<file path="config.mk">
export PLATFORM = sky130hd
export DESIGN_NAME = demux1x4_reg
export DESIGN_NICKNAME = d
export VERILOG_FILES = /design/src/rtl/demux1x4_reg_pkg.sv /design/src/rtl/demux1x4_reg_dec2x4.sv /design/src/rtl/demux1x4_reg.sv
export SDC_FILE = /design/constraint.sdc
export NUM_CORES = 1
export LEC_CHECK = 0
export CAP_MARGIN = 10
export CORE_ASPECT_RATIO = 0.5
export CORE_MARGIN = 1
export CORE_UTILIZATION = 45
export CTS_BUF_LIST = sky130_fd_sc_hd__clkbuf_8
export CTS_CLUSTER_SIZE = 40
export DETAILED_ROUTE_END_ITERATION = 7
export DONT_BUFFER_PORTS = 1
export HOLD_SLACK_MARGIN = 0.08
export PLACE_DENSITY = 0.68
export SETUP_SLACK_MARGIN = 0.4
export SLEW_MARGIN = 30
export SYNTH_ARGS = -nofsm -noshare
export SYNTH_HDL_FRONTEND = slang
export SYNTH_HIERARCHICAL = 1
export SYNTH_SLANG_ARGS = --single-unit
</file>
<file path="constraint.sdc">
create_clock -name clk -period 3.7 [get_ports clk]
set_clock_uncertainty 0.05 [all_clocks]
set_input_delay 0.185 -clock clk [delete_from_list [all_inputs] [get_ports clk]]
set_output_delay 0.185 -clock clk [all_outputs]
set_load 0.05 [all_outputs]
</file>
<file path="src/rtl/demux1x4_reg_pkg.sv">
// rtl/demux1x4_reg_pkg.sv - shared widths, channel indices and state type for the 1-to-4 demux
package demux1x4_reg_pkg;

    localparam int TAM_DEF = 16;
    localparam int SEL_W   = 2;

    typedef logic [SEL_W-1:0] sel_t;

    localparam sel_t CH0 = 2'd0;
    localparam sel_t CH1 = 2'd1;
    localparam sel_t CH2 = 2'd2;
    localparam sel_t CH3 = 2'd3;

    typedef enum logic {
        ST_EMPTY = 1'b0,
        ST_FULL  = 1'b1
    } state_t;

endpackage

</file>
<file path="src/rtl/demux1x4_reg_dec2x4.sv">
// rtl/demux1x4_reg_dec2x4.sv - 2-to-4 one-hot decoder with enable
module demux1x4_reg_dec2x4
    import demux1x4_reg_pkg::*;
(
    input  logic       en,
    input  sel_t       sel,
    output logic [3:0] onehot
);

    always_comb begin
        onehot = 4'b0000;
        if (en) begin
            onehot[sel] = 1'b1;
        end
    end

endmodule

</file>
<file path="src/rtl/demux1x4_reg.sv">
// rtl/demux1x4_reg.sv - registered 1-to-4 demultiplexer, single output stage with valid/ready
module demux1x4_reg
    import demux1x4_reg_pkg::*;
#(
    parameter int TAM = TAM_DEF
) (
    input  logic           clk,
    input  logic           rst,
    input  logic [TAM-1:0] DEMUX_in,
    input  logic [1:0]     DEMUX_sel,
    input  logic           DEMUX_in_valid,
    output logic           DEMUX_in_ready,
    output logic [TAM-1:0] DEMUX_out0,
    output logic [TAM-1:0] DEMUX_out1,
    output logic [TAM-1:0] DEMUX_out2,
    output logic [TAM-1:0] DEMUX_out3,
    output logic [3:0]     DEMUX_out_valid,
    input  logic [3:0]     DEMUX_out_ready,
    output logic [7:0]     DEMUX_count
);

    state_t         state_q;
    state_t         state_d;
    logic [TAM-1:0] data_q;
    sel_t           sel_q;
    logic [7:0]     count_q;

    logic full;
    logic deliver;
    logic accept;

    assign full    = (state_q == ST_FULL);
    // Only the ready bit of the channel currently holding the word matters.
    assign deliver = full & DEMUX_out_ready[sel_q];
    assign DEMUX_in_ready = ~full | deliver;
    assign accept  = DEMUX_in_valid & DEMUX_in_ready;

    always_comb begin
        state_d = state_q;
        case (state_q)
            ST_EMPTY: if (accept) state_d = ST_FULL;
            ST_FULL:  if (deliver && !accept) state_d = ST_EMPTY;
            default:  state_d = ST_EMPTY;
        endcase
    end

    always_ff @(posedge clk or posedge rst) begin
        if (rst) begin
            state_q <= ST_EMPTY;
            data_q  <= '0;
            sel_q   <= CH0;
            count_q <= 8'd0;
        end else begin
            state_q <= state_d;
            if (accept) begin
                data_q <= DEMUX_in;
                sel_q  <= DEMUX_sel;
            end
            if (deliver) begin
                count_q <= count_q + 8'd1;
            end
        end
    end

    demux1x4_reg_dec2x4 u_dec (
        .en     (full),
        .sel    (sel_q),
        .onehot (DEMUX_out_valid)
    );

    // Unselected channels are gated to zero, mirroring the AND-OR mux.
    assign DEMUX_out0 = DEMUX_out_valid[CH0] ? data_q : '0;
    assign DEMUX_out1 = DEMUX_out_valid[CH1] ? data_q : '0;
    assign DEMUX_out2 = DEMUX_out_valid[CH2] ? data_q : '0;
    assign DEMUX_out3 = DEMUX_out_valid[CH3] ? data_q : '0;

    assign DEMUX_count = count_q;

endmodule
</file>
==> results_dict.tcl, run 1 <==
set metrics [dict create \
    wl_per_cell_um 15.3 \
    ctsHtreeMaxLevel 1 \
    synth_compound_area_frac 0.0191 \
    max_freq_mhz 400 \
    hold_depth 2 \
    grt_pass1_vias 1010 \
    required_ps 3460 \
    synthToLayoutAreaGrowth_pct 17.1 \
    antenna_found_initial 0 \
    start_util 0.474 \
    synth_ff_type "dfrtp_1" \
    ys_seq_area_frac 0.413 \
    critical_path_arrival_ps 2260 \
    rsz0062_at_grt "no" \
    crit_family "simple AND/OR/NAND/NOR gates" \
    rr_endpoint "data_q[15]$_DFFE_PP0P_" \
    ys_seq_elements 27 \
    r2r_slack_ps 1410 \
    worst_slew_pin_slew_ps 970 \
    gp_congestion 0.797 \
    power_mw 1.84 \
    numCtsBuffers 3 \
    critical-path-max-stage-delay_ps 870 \
    clkLatencyLatePin_ps 270 \
    grt_max_degree 28 \
    drive_above_1_share 0.180 \
    finalSetupViolCount 0 \
    cp_max_fo 17 \
    cts_buffer_depth 2 \
    tritoncts "yes" \
    hold_path.startpoint "DEMUX_in_valid" \
    crit_slowest_cell "and3b_1" \
    yosysUniqueCellTypes 23 \
    num_rows 15 \
    wl_um 3330 \
    dp_cells 193 \
    layout_common_cells "and2_1 (66), dfrtp_1 (27), dlygate4sd3_1 (20), mux2_4 (10), mux2_2 (9)" \
    placed_cell_area_um2 1660 \
    syn_area_um2 1640 \
    io_pins 102 \
    dieWidth_um 87.3 \
    clk_pin_slew_ps 90 \
    path_buf_inv 0 \
    grt_pass1_wl_um 4950 \
    r2r-start "sel_q[0]$_DFFE_PP0P_" \
    power.leakage_nw 0.850 \
    crit_chain "and3b_1, and2_1" \
    yosys.area_share.simple 0.320 \
    finalMaxSlewViolations 0 \
    gr-total-overflow 0 \
    nets 194 \
    min_period_ps 2500 \
    max_slew_margin 0.353 \
    syn_nets 175 \
    final_cells 218 \
    synth-xor-area-share 0.0375 \
    vias 1135 \
    ant_nets 0 \
    tns_ps 0 \
    fin_area_um2 1910 \
    mostFrequentLayoutCell "and2_1" \
    drt_iter0_drc 34 \
    ys_warn_count 6 \
    dieArea_um2 3890 \
    hp-class "input pin to flop" \
    hold_viol 0 \
    post_cts_resized 0 \
    max-vdd-ir-drop_v 0.000460 \
    dieHeight_um 44.6 \
    worst-setup-path-type "flop to output pin" \
    avgSynthCellArea_um2 11.0 \
    drc_errors 0 \
    core_um2 3450 \
    track_usage 0.171 \
    firstDrtPassIters 6 \
    max_cap_viol_count 0 \
    synthMuxAreaShare 0.168 \
    async_flop_share 1.00 \
    netlist_instances 149 \
    cts_setup_buffers 0 \
    start_kind "flop" \
    status "complete, no violations" \
    synth_edf_count 0 \
    reg2reg_depth 3 \
    clock-sinks 27 \
    synth_top_family_by_area "simple AND/OR/NAND/NOR gates" \
    powerDensity_nw_per_um2 961 \
    synthAdderAreaFrac 0.00765 \
    viasPerCell 5.21 \
    hold_slack_ps 110 \
    final.period_utilization 0.675 \
    holdPathEnd "sel_q[0]$_DFFE_PP0P_" \
    port_buffers 0 \
    cts-root-buf "clkbuf_8" \
    critPathCaptureType "output pin" \
    insertedDiodeCount 0 \
]
## cells in the mapped netlist, types with 2 or more instances
cell type / count / area share
clkbuf_1: 5 / 0.011
nand2b_1: 2 / 0.0076
nand3_1: 2 / 0.0061
and3b_1: 2 / 0.011
dfrtp_1: 27 / 0.41
mux2_4: 10 / 0.092
and3_1: 2 / 0.0076
nand4_1: 4 / 0.015
mux2_2: 9 / 0.062
and2_1: 66 / 0.25
inv_1: 2 / 0.0046
xnor2_1: 7 / 0.037
## kinds of logic (layout without fill, tap and decap cells)
group,after synthesis,count (layout)
flops,27,27
mux,20,20
simple gates,82,82
buf+inv,9,27
xor+xnor,7,7
compound gates,3,3
fa+ha+maj,1,1
## cell type report
type | instances | area, um^2
clock buffers | 3 | 41.3
clock inverters | 1 | 5.00
fillers | 316 | 1540
inverters | 2 | 7.51
multi-input cells | 113 | 910
flip-flops and latches | 27 | 676
well taps | 51 | 63.8
repair buffers | 21 | 211
## registers in the layout, summed over array words and instances (netlist names)
signal       flops
sel_q            2
full             1
DEMUX_count      8
data_q          16
## per-stage QoR
stage	util	worst slack, ps
6_report	0.554	1200
5_1_grt	0.554	1080
4_1_cts	0.551	1120
3_5_place_dp	0.479	1400
3_3_place_gp	0.479	1470
2_1_floorplan	-	1510
## repair_timing
| action | in CTS | in global routing |
|---|---|---|
| endpoints found under the setup margin | 0 | 0 |
| hold endpoints to repair | 46 | 0 |
| hold buffers | 20 | 0 |
## power breakdown
group	leakage [nW]	switching [mW]	total, mW	internal [mW]
clock network	0.0255	0.0874	0.163	0.0754
logic	0.502	0.786	1.04	0.256
registers	0.322	0.235	0.635	0.400
total	0.850	1.11	1.84	0.731
## worst register-to-register path: stages, from the launching register on
cell and delay [ps]:
dfrtp_1 480, mux4_2 660, o21ai_4 580, mux2_2 410
## how the worst max path moves through the flow
stage                               from  cells past startpoint  slack, ps                      to
finish                    full$_DFF_PP0_                      2       1200          DEMUX_out1[15]
global route              full$_DFF_PP0_                      2       1080          DEMUX_out1[15]
CTS                       full$_DFF_PP0_                      2       1120           DEMUX_out0[6]
detailed placement  sel_q[0]$_DFFE_PP0P_                      3       1400  data_q[15]$_DFFE_PP0P_
global placement    sel_q[0]$_DFFE_PP0P_                      3       1470  data_q[14]$_DFFE_PP0P_
floorplan           sel_q[0]$_DFFE_PP0P_                      3       1510          DEMUX_out0[15]
## layer usage
layer	vias up	track usage	part of all wire
met5	-	0	0
met4	0	0.0295	0.0024
met3	2	0.0690	0.070
met2	43	0.298	0.49
met1	559	0.206	0.44
li1	531	-	-
Power figures use the tool's default switching activity.
==> inputs of run 2 (changes only) <==
==> constraint.sdc (replaced) <==
create_clock -name clk -period 2.5 [get_ports clk]
set_clock_uncertainty 0.05 [all_clocks]
set_input_delay 0.125 -clock clk [delete_from_list [all_inputs] [get_ports clk]]
set_output_delay 0.125 -clock clk [all_outputs]
set_load 0.05 [all_outputs]
==> run 2 against run 1 <==
  * First-iteration DRC count rose by 15%
  * Combinational power rose by 61%
  * Register-to-register slack got worse by 890 ps
  * Critical path type unchanged
==> results_dict.tcl, run 2 (same netlist as run 1, synthesis figures left out) <==
set metrics [dict create \
    finalSetupViolCount 0 \
    track_usage 0.172 \
    drive_above_1_share 0.236 \
    critical-path-max-stage-delay_ps 630 \
    ctsHtreeMaxLevel 1 \
    drt_iter0_drc 39 \
    rsz0062_at_grt "no" \
    fin_area_um2 2000 \
    numCtsBuffers 3 \
    io_pins 102 \
    vias 1156 \
    wl_per_cell_um 15.1 \
    max_cap_viol_count 0 \
    nets 205 \
    synthToLayoutAreaGrowth_pct 22.2 \
    largest_reg_flops 16 \
    dieWidth_um 87.3 \
    finalMaxSlewViolations 0 \
    crit_chain "mux4_2, nand2b_1, buf_4" \
    critical_path_arrival_ps 1810 \
    grt_max_degree 28 \
    worst-setup-path-type "flop to output pin" \
    dp_cells 201 \
    crit_slowest_cell "mux4_2" \
    mostFrequentLayoutCell "and2_1" \
    core_um2 3450 \
    crit_family "multiplexers" \
    clock-sinks 27 \
    power_mw 2.82 \
    dieHeight_um 44.6 \
    clkLatencyLatePin_ps 270 \
    power.leakage_nw 0.902 \
    fillerInstances 301 \
    powerDensity_nw_per_um2 1410 \
    min_period_ps 1980 \
    r2r_slack_ps 520 \
    path_buf_inv 1 \
    cts_buffer_depth 2 \
    placed_cell_area_um2 1720 \
    final_cells 229 \
    tns_ps 0 \
    wl_um 3460 \
    max-vdd-ir-drop_v 0.000690 \
    top_register "data_q" \
    num_rows 15 \
    worst_slew_pin_slew_ps 560 \
    layout_common_cells "and2_1 (66), dfrtp_1 (27), dlygate4sd3_1 (20), buf_4 (12), mux2_4 (10)" \
    critPathCaptureType "output pin" \
    gp_congestion 0.690 \
    max_freq_mhz 504 \
    insertedDiodeCount 0 \
    ant_nets 0 \
    hold_viol 0 \
    port_buffers 0 \
    dieArea_um2 3890 \
    clk_pin_slew_ps 90 \
    grt_pass1_vias 996 \
    antenna_found_initial 0 \
    max_slew_margin 0.626 \
    tritoncts "yes" \
    grt_pass1_wl_um 4910 \
    gr-total-overflow 0 \
    firstDrtPassIters 4 \
    start_kind "flop" \
    required_ps 2330 \
    hp-class "input pin to flop" \
    cts-root-buf "clkbuf_8" \
    hpwl_um 2310 \
    cp_max_fo 6 \
    final.period_utilization 0.793 \
    viasPerCell 5.05 \
    start_util 0.474 \
    status "complete, no violations" \
    drc_errors 0 \
]
==> run 2: changes by cell type in the layout (fill, tap and decap cells not counted), sizes merged <==
cell  change
buf      +11
==> run 2: worst paths after layout <==
path                       cells after the start              startpoint                      to
setup / recovery                               3    sel_q[0]$_DFFE_PP0P_          DEMUX_in_ready
hold / removal                                 3          DEMUX_in_valid   data_q[0]$_DFFE_PP0P_
setup reg to reg                               4    sel_q[0]$_DFFE_PP0P_   data_q[1]$_DFFE_PP0P_
hold reg to reg                                1  data_q[12]$_DFFE_PP0P_  data_q[12]$_DFFE_PP0P_
max in group asynchronous                      2                     rst    sel_q[0]$_DFFE_PP0P_
min in group asynchronous                      2                     rst   data_q[5]$_DFFE_PP0P_
==> run 2: layout make-up <==
cell class | count | area (um^2) | area share
clock buffer | 3 | 41.3 | 0.0207
inverter | 2 | 7.51 | 0.00376
clock inverter | 1 | 5.00 | 0.00250
tap | 51 | 63.8 | 0.0319
multi-input combinational | 113 | 915 | 0.458
sequential | 27 | 676 | 0.338
timing repair buffer | 32 | 290 | 0.145
==> run 2: tightest hold or removal path, delay by kind of cell <==
family	cells	cell delay (ps)
buffers and inverters	1	170
AOI/OAI and AO/OA	1	40
muxes	1	160
==> run 2: metrics by stage <==
stage                     setup slack, ps  hold WS [ps]   util
final                                 518           207  0.579
after detailed placement              502          53.0  0.497
after floorplan                       442           128      -
after global placement                555           184  0.497
after global routing                  433           211  0.579
after CTS                             408           208  0.574
==> run 2: report_power, final <==
part	total, mW	internal, mW	switching, mW
clock network	0.244	0.112	0.132
registers	0.903	0.592	0.311
logic	1.67	0.451	1.22
total	2.82	1.15	1.67
==> run 2: timing repair <==
item | 4_1_cts | 5_1_grt
gates resized for setup | 1 | 2
hold buffers | 20 | 0
setup endpoints to repair | 31 | 33
pin swaps | 0 | 0
endpoints found under the hold margin | 46 | 0
buffers inserted | 2 | 2
==> run 2: routing by layer <==
layer / share of wire / global-route usage / wire length, um / up-vias
li1: - / - / - / 550
met1: 0.44 / 0.212 / 1510 / 565
met2: 0.50 / 0.297 / 1740 / 39
met3: 0.060 / 0.0597 / 208 / 2
met4: 0.0035 / 0.0393 / 12 / 0
met5: 0 / 0 / 0 / -
